File: src/rtl/melody_sequencer.sv
// melody_sequencer: walks a {pitch,dur} song ROM, drives a tone divider and a square-wave output.
// Optional feature macro MELODY_LOOP_EN: after the end condition, restart at address 0 instead of idling.
module melody_sequencer #(
   parameter int unsigned TICK_DIV         = 12_500_000,
   parameter int unsigned GAP_TICKS        = 1,
   parameter int unsigned SONG_LEN         = 16,
   parameter int unsigned ADDR_W           = 4,
   // nonzero replaces the divider period of every audible note; divisor_out keeps the table value
   parameter logic [27:0] SIM_DIV_OVERRIDE = '0
) (
   input  logic              clock_in,
   input  logic              rst_n,
   input  logic              play,
   input  logic              stop,
   input  logic              mute,
   output logic [ADDR_W-1:0] rom_addr,
   input  logic [7:0]        rom_data,
   output logic [27:0]       divisor_out,
   output logic              tone_en,
   output logic              audio_out,
   output logic              busy,
   output logic              done
);
   localparam int unsigned TW  = $clog2(TICK_DIV + 1);
   localparam int unsigned NW  = $clog2(GAP_TICKS + 16);
   localparam int unsigned AW1 = ADDR_W + 1;

   typedef enum logic [2:0] {S_IDLE, S_LOAD, S_PLAY, S_GAP, S_DONE} state_t;

   state_t          state_q, state_d;
   logic [AW1-1:0]  addr_q, addr_d;
   logic [27:0]     div_q, div_d;
   logic [27:0]     dcnt_q, dcnt_d;
   logic [3:0]      dur_q, dur_d;
   logic [TW-1:0]   tcnt_q, tcnt_d;
   logic [NW-1:0]   tnum_q, tnum_d;
   logic            tone_q, tone_d;
   logic            audio_q, audio_d;

   logic [3:0]      pitch, dur_in;
   logic [27:0]     tbl_div, period, period_nxt;
   logic            tick_end, note_end, gap_end;

   function automatic logic [27:0] eff_period(input logic [27:0] d);
      return (d != '0 && SIM_DIV_OVERRIDE != '0) ? SIM_DIV_OVERRIDE : d;
   endfunction

   assign pitch  = rom_data[7:4];
   assign dur_in = rom_data[3:0];

   always_comb begin
      case (pitch)
         4'd1:    tbl_div = 28'd191110;
         4'd2:    tbl_div = 28'd170265;
         4'd3:    tbl_div = 28'd151685;
         4'd4:    tbl_div = 28'd143172;
         4'd5:    tbl_div = 28'd127551;
         4'd6:    tbl_div = 28'd113636;
         4'd7:    tbl_div = 28'd101239;
         4'd8:    tbl_div = 28'd95556;
         default: tbl_div = '0;
      endcase
   end

   assign period   = eff_period(div_q);
   assign tick_end = (tcnt_q == TW'(TICK_DIV - 1));
   assign note_end = tick_end && (tnum_q == NW'(dur_q - 4'd1));
   assign gap_end  = tick_end && (tnum_q == NW'(GAP_TICKS - 1));

   always_comb begin
      state_d = state_q;
      addr_d  = addr_q;
      div_d   = div_q;
      dur_d   = dur_q;
      tone_d  = tone_q;
      dcnt_d  = '0;
      if (tick_end) begin
         tcnt_d = '0;
         tnum_d = tnum_q + NW'(1);
      end else begin
         tcnt_d = tcnt_q + TW'(1);
         tnum_d = tnum_q;
      end

      case (state_q)
         S_IDLE: begin
            tcnt_d = '0;
            tnum_d = '0;
            if (play) begin
               state_d = S_LOAD;
               addr_d  = '0;
            end
         end
         S_LOAD: begin
            tcnt_d = '0;
            tnum_d = '0;
            if (dur_in == 4'd0 || addr_q == AW1'(SONG_LEN)) begin
               state_d = S_DONE;
               div_d   = '0;
               tone_d  = 1'b0;
            end else begin
               state_d = S_PLAY;
               div_d   = tbl_div;
               dur_d   = dur_in;
               tone_d  = (tbl_div != '0) && !mute;
            end
         end
         S_PLAY: begin
            if (period != '0 && dcnt_q != period - 28'd1)
               dcnt_d = dcnt_q + 28'd1;
            tone_d = (div_q != '0) && !mute;
            if (note_end) begin
               tone_d  = 1'b0;
               addr_d  = addr_q + AW1'(1);
               tcnt_d  = '0;
               tnum_d  = '0;
               state_d = (GAP_TICKS == 0) ? S_LOAD : S_GAP;
            end
         end
         S_GAP: begin
            tone_d = 1'b0;
            if (gap_end) begin
               state_d = S_LOAD;
               tcnt_d  = '0;
               tnum_d  = '0;
            end
         end
         S_DONE: begin
            addr_d = '0;
            tcnt_d = '0;
            tnum_d = '0;
`ifdef MELODY_LOOP_EN
            state_d = S_LOAD;
`else
            state_d = S_IDLE;
`endif
         end
         default: state_d = S_IDLE;
      endcase

      if (stop) begin
         state_d = S_IDLE;
         addr_d  = '0;
         div_d   = '0;
         tone_d  = 1'b0;
         tcnt_d  = '0;
         tnum_d  = '0;
         dcnt_d  = '0;
      end

      // audio is registered from next-state values so mute and tone changes land on the same cycle
      period_nxt = eff_period(div_d);
      audio_d    = tone_d && (period_nxt != '0) && (dcnt_d < (period_nxt >> 1));
   end

   always_ff @(posedge clock_in or negedge rst_n) begin
      if (!rst_n) begin
         state_q <= S_IDLE;
         addr_q  <= '0;
         div_q   <= '0;
         dcnt_q  <= '0;
         dur_q   <= '0;
         tcnt_q  <= '0;
         tnum_q  <= '0;
         tone_q  <= 1'b0;
         audio_q <= 1'b0;
      end else begin
         state_q <= state_d;
         addr_q  <= addr_d;
         div_q   <= div_d;
         dcnt_q  <= dcnt_d;
         dur_q   <= dur_d;
         tcnt_q  <= tcnt_d;
         tnum_q  <= tnum_d;
         tone_q  <= tone_d;
         audio_q <= audio_d;
      end
   end

   assign rom_addr    = addr_q[ADDR_W-1:0];
   assign divisor_out = div_q;
   assign tone_en     = tone_q;
   assign audio_out   = audio_q;
   assign busy        = (state_q != S_IDLE);
   assign done        = (state_q == S_DONE);

endmodule
File: config.mk
export PLATFORM = sky130hd
export DESIGN_NAME = melody_sequencer
export DESIGN_NICKNAME = d
export VERILOG_FILES = /design/src/rtl/melody_sequencer.sv
export SDC_FILE = /design/constraint.sdc
export NUM_CORES = 1
export LEC_CHECK = 0
export CAP_MARGIN = 5
export CORE_MARGIN = 1.5
export CORE_UTILIZATION = 35
export DETAILED_ROUTE_END_ITERATION = 10
export PLACE_DENSITY = 0.61
export SLEW_MARGIN = 5
export SYNTH_ARGS = -nofsm -noshare
export SYNTH_HDL_FRONTEND = slang
export SYNTH_SLANG_ARGS = --single-unit
File: constraint.sdc
create_clock -name clock_in -period 5.05 [get_ports clock_in]
set_input_delay 1.2625 -clock clock_in [delete_from_list [all_inputs] [get_ports clock_in]]
set_output_delay 1.2625 -clock clock_in [all_outputs]
set_load 0.03 [all_outputs]
==> flow_summary.json, run 1 <==
{
  "outcome": "complete, no violations",
  "initialDrtViolationCount": 354,
  "hold_buffers": 0,
  "finalCritPeriodShare_pct": 93.5,
  "setup_viol": 0,
  "layout_setup_ws_ns": 0.329,
  "synth-edff-count": 0,
  "syn_avg_cell_area_um2": 8.65,
  "wl_met3_um": 914,
  "drc": 0,
  "max_freq_ghz": 0.212,
  "relSlewSlack_pct": 35.6,
  "dp_slack_ns": 0.177,
  "synth_nets": 818,
  "critPathLaunchType": "flip-flop",
  "slew_violations": 0,
  "synthTopCellsByArea": "dfrtp_1, ha_1, xor2_1, xnor2_1, nor2_1",
  "ys_seq_area_share_pct": 37.4,
  "nNetsFinal": 870,
  "portBuffers": 48,
  "top_layer": "met4",
  "drive_above_1_share_pct": 6.56,
  "cts-root-buf": "clkbuf_16",
  "synthTopCellsByCount": "dfrtp_1, nor2_1, nand2_1",
  "ios": 49,
  "synth_cells": 766,
  "placedCellCount": 1041,
  "cp.arrival_ns": 4.96,
  "crit_fanout": 28,
  "wire_per_inst_um": 16.9,
  "cts_sinks": 99,
  "fin_crit_ns": 4.72,
  "ys_ff_latch": 99,
  "total_power_w": 0.00192,
  "fin_cells": 1057,
  "met2WireLength_um": 8240,
  "syn_area_mm2": 0.00663,
  "hold_viol": 0,
  "setup.worst_path.class": "flip-flop to flip-flop",
  "leakagePower_nw": 3.62,
  "antenna_cells": 0,
  "cts_buffers": 9,
  "async_flop_share_pct": 100,
  "maxCapViolCount": 0,
  "grt_overflow_total": 0,
  "end_kind": "flip-flop",
  "design.core.area_mm2": 0.0186,
  "required_ns": 5.29,
  "clk_path_buf_depth": 2,
  "grt_max_degree": 73,
  "worst_slew_pin_slew_ns": 0.966,
  "rows": 50,
  "synth_top_flop_cell": "dfrtp_1",
  "post_cts_buffers": 0,
  "fin_util_pct": 41.7,
  "skew_ns": 0.00674,
  "ir_drop_mv": 0.157,
  "yosys.area.top_type_share_pct": 37.4,
  "chipHeight_um": 141,
  "ant_nets": 0,
  "vias_per_cell": 5.38,
  "cts_resized": 0,
  "firstDrtPassIters": 5,
  "num-fill-cells": 1887,
  "dp_hpwl_um": 13700,
  "hp-class": "flip-flop to flip-flop",
  "insertion_delay_ns": 0.35,
  "vias": 5688,
  "met1Wirelength_um": 8460,
  "yosys.cell_count.top_type": "dfrtp_1",
  "grt_pass1_vias": 5706,
  "synth_cell_types": 63,
  "initial_core_util_pct": 35.6,
  "die_area_mm2": 0.0198,
  "synth_warnings": 0,
  "die_width_um": 141,
  "cts_max_level": 3,
  "clk_pin_slew_ns": 0.07,
  "drt-total-wl_um": 17900,
  "cts_tree": "done",
  "powerDensity_mw_per_mm2": 246,
  "synth_area_leader_cell": "dfrtp_1",
  "area_growth_pct": 17.3,
  "antenna_found_initial": 0,
  "gp_congestion": 0.870,
  "grt_pass1_wl_um": 29900,
  "grt_util_all_layers_pct": 19.0
}
[power by group]
part           leakage (nW)  internal (W)  switching (W)  total, W
logic                  2.09      0.000130       0.000194  0.000324
clock network         0.158      0.000441       0.000320  0.000761
registers              1.37      0.000808      0.0000222  0.000831
total                  3.62       0.00138       0.000536   0.00192
[final timing paths]
path	start	end	slack, ns	cells past startpoint
max reg2reg	divisor_out[3]	audio_out	0.33	16
min	tcnt_q[0]	tcnt_q[0]	0.49	1
min reg2reg	tcnt_q[0]	tcnt_q[0]	0.49	1
min in group asynchronous	rst_n	dcnt_q[8]	1.05	1
max in group asynchronous	rst_n	divisor_out[2]	3.04	2
max	divisor_out[3]	audio_out	0.33	16
[routing by layer]
metal	GRT usage, %	vias up
met5	0	-
met4	5.87	0
met3	3.33	23
met2	30.5	155
met1	26.3	2728
li1	-	2782
[layout make-up]
type                       count  area (um2)  area share, %
clock buffer                  10         229           2.95
clock inverter                 6        95.1           1.22
inverter                      47         176           2.27
multi-input combinational    590        3850           49.5
sequential                    99        2480           31.9
tap                          234         293           3.77
timing repair buffer          71         651           8.37
[sequential cells by signal, indices dropped and copies added, names as in the netlist]
name	flops
tone_en	1
audio_out	1
state_q	3
dcnt_q	28
addr_q	5
divisor_out	28
dur_q	4
tnum_q	5
tcnt_q	24
[cell usage in the layout, fill, tap and decap left out, drive strengths merged, types with 5 or more instances in the layout]
master	count
xor2	54
a21oi	16
nand2b	7
ha	39
clkdlybuf4s50	47
clkbuf	10
nor2	95
or4	10
a21o	5
nand2	84
nand3	35
and3	13
o21ai	20
o211ai	5
nor4	18
or3	13
buf	24
nor3	24
nand4	26
a22oi	7
nor2b	5
inv	50
dfrtp	99
xnor2	43
a211oi	5
[kinds of logic after synthesis]
family | share of synthesized area (%)
fa+ha+maj | 7.36
flops | 37.4
simple gates | 26.5
buf+inv | 4.81
mux | 0.604
compound gates | 10.6
xor+xnor | 12.8
[metrics by stage]
stage	setup TNS, ns	hold slack, ns	instance area [um2]
after floorplan	0	0.444	6630
after global placement	0	0.481	7430
after detailed placement	0	0.479	7430
after CTS	0	0.494	7750
after global routing	-0.00217	0.508	7770
final	0	0.487	7770
[worst max-delay path, cell delays in order (launching register included)]
cell and delay (ns):
dfrtp_1 0.47, or4_1 0.59, nor4_2 0.33, nor3_1 0.09
or4_1 0.42, a211o_1 0.28, or4_4 0.56, nand2_8 0.20
nor2_1 0.09, ha_1 0.32, nand4_1 0.13, nor3_1 0.36
o2111ai_1 0.23, a21oi_1 0.20, nor3_1 0.07, a21boi_0 0.12
o211a_1 0.13
(Power assumes the default switching activity.)
==> inputs of run 2 (changes only) <==
--- a/config.mk
+++ b/config.mk
@@ -9,7 +9,8 @@
 export CORE_MARGIN = 1.5
 export CORE_UTILIZATION = 35
 export DETAILED_ROUTE_END_ITERATION = 10
-export PLACE_DENSITY = 0.61
+export DONT_BUFFER_PORTS = 1
+export PLACE_DENSITY = 0.58
 export SLEW_MARGIN = 5
 export SYNTH_ARGS = -nofsm -noshare
 export SYNTH_HDL_FRONTEND = slang
==> run 2 against run 1 <==
  * Die area unchanged
  * Worst hold slack better by 0.0015 ns
  * Register-to-register slack worse by 0.03 ns
  * First-iteration DRC count up 12%
  * Routed wire length down 0.65%
  * Sequential share of layout area up 2.1 points
  * Power down 6.5%
  * Via count down 3.6%
  * Final cell count down 4.0%
  * Critical path depth up 1
  * Worst setup slack worse by 0.032 ns
  * Count of clock-buffer cells in the layout up 3
  * Critical endpoint unchanged
==> flow_summary.json, run 2 (same netlist as run 1, synthesis figures left out) <==
{
  "end_kind": "flip-flop",
  "clk_pin_slew_ns": 0.07,
  "placedCellCount": 999,
  "firstDrtPassIters": 5,
  "vias_per_cell": 5.40,
  "drc": 0,
  "rows": 50,
  "ant_nets": 0,
  "nNetsFinal": 828,
  "leakagePower_nw": 3.46,
  "hp-class": "flip-flop to flip-flop",
  "power_frac_clock_pct": 37.6,
  "rsz0062_at_grt": "false",
  "drt-total-wl_um": 17800,
  "dp_hpwl_um": 13700,
  "area_growth_pct": 9.98,
  "grt_pass1_wl_um": 29000,
  "antenna_cells": 0,
  "die_area_mm2": 0.0198,
  "max_freq_ghz": 0.210,
  "chipHeight_um": 141,
  "fin_cells": 1015,
  "fin_util_pct": 39.1,
  "drive_above_1_share_pct": 7.30,
  "grt_overflow_total": 0,
  "switching_power_w": 0.000495,
  "p_comb_share_pct": 15.9,
  "powerDensity_mw_per_mm2": 246,
  "cts_max_level": 3,
  "pwr-share-seq_pct": 46.4,
  "cts_tree": "done",
  "gp_congestion": 0.862,
  "antenna_found_initial": 0,
  "crit_fanout": 20,
  "hold_viol": 0,
  "vias": 5483,
  "initialDrtViolationCount": 395,
  "grt_util_all_layers_pct": 18.7,
  "portBuffers": 0,
  "worst_slew_pin_slew_ns": 1.18,
  "seqCellArea_mm2": 0.00248,
  "cts_sinks": 99,
  "outcome": "complete, no violations",
  "setup-tns-final_ns": 0,
  "ios": 49,
  "final_cell_mix": "dfrtp_1, nor2_1, nand2_1, xor2_1, inv_1",
  "whs_ns": 0.488,
  "cts_buffers": 9,
  "internal-power_w": 0.00130,
  "clk_path_buf_depth": 2,
  "layout_commonest_cell": "dfrtp_1",
  "finalCritPeriodShare_pct": 94.1,
  "grt_max_degree": 100,
  "cts-root-buf": "clkbuf_16",
  "insertion_delay_ns": 0.35,
  "grt_pass1_vias": 5405,
  "maxCapViolCount": 0,
  "multi_input_area_mm2": 0.00383,
  "fin_crit_ns": 4.75,
  "initial_core_util_pct": 35.6,
  "critPathLaunchType": "flip-flop",
  "required_ns": 5.34,
  "setup.worst_path.class": "flip-flop to flip-flop",
  "num-fill-cells": 1909,
  "ir_drop_mv": 0.217,
  "skew_ns": 0.00644,
  "swShare_pct": 27.6,
  "die_width_um": 141,
  "relSlewSlack_pct": 20.3,
  "design.core.area_mm2": 0.0186,
  "cp.arrival_ns": 5.04,
  "wire_per_inst_um": 17.5,
  "slew_violations": 0,
  "setup_viol": 0,
  "hold_buffers": 0,
  "post_cts_buffers": 0
}
==> run 2: per-layer routing <==
metal / part of all wire, % / GRT usage [%] / wire length, um / vias to the layer above
met4: 2.1 / 5.43 / 381 / 0
met2: 45 / 29.4 / 8050 / 138
met5: 0 / 0 / 0 / -
met1: 47 / 25.4 / 8320 / 2616
met3: 5.9 / 5.03 / 1040 / 25
li1: - / - / - / 2704
==> run 2: area by class of cell <==
class	instances	area share, %
clock buffers	13	3.71
well taps	234	4.02
inverters	47	2.42
flip-flops and latches	99	34.0
clock inverters	3	0.292
multi-input cells	590	52.6
repair buffers	29	2.99
==> run 2: worst max-delay path, cell delays in order (launching register included) <==
cell	delay [ns]
dfrtp_1	0.44
or4_1	0.60
nor4_1	0.40
nor3_1	0.09
or4_1	0.42
a211o_1	0.28
or4_4	0.54
nand2_4	0.22
nor2_1	0.11
ha_1	0.31
a21oi_1	0.16
nand2_1	0.06
a211o_1	0.29
a21oi_1	0.16
o21ai_0	0.11
nor3_1	0.16
a21boi_0	0.19
o211a_1	0.15
==> run 2: path summary, 6_finish.rpt <==
| check | startpoint | to | slack, ns | depth (start not counted) |
|---|---|---|---|---|
| min reg2reg | addr_q[4] | addr_q[4] | 0.49 | 1 |
| min in group asynchronous | rst_n | divisor_out[0] | 0.61 | 0 |
| max | divisor_out[2] | audio_out | 0.30 | 17 |
| max in group asynchronous | rst_n | tcnt_q[23] | 4.25 | 0 |
| max reg2reg | divisor_out[2] | audio_out | 0.30 | 17 |
| min | addr_q[4] | addr_q[4] | 0.49 | 1 |
==> run 2: power by group through the flow <==
stage / clock network, W / logic, W / registers [W]
4_1_cts: 0.000698 / 0.000286 / 0.000831
2_1_floorplan: 0 / 0.000206 / 0.000851
3_5_place_dp: 0 / 0.000284 / 0.000846
5_1_grt: 0.000726 / 0.000314 / 0.000835
6_report: 0.000674 / 0.000286 / 0.000831
3_3_place_gp: 0 / 0.000284 / 0.000846
==> run 2: through the flow <==
step                      power, W  setup WS, ns  area [um2]
after global placement     0.00113         0.376        7000
after detailed placement   0.00113         0.296        7000
after global routing       0.00188       0.00796        7290
after CTS                  0.00181         0.277        7290
final                      0.00179         0.296        7290
after floorplan            0.00106         0.490        6630
==> run 2: timing repair <==
action,CTS,global route
gates resized for setup,0,1
endpoints found under the hold margin,0,0
endpoints found under the setup margin,0,1
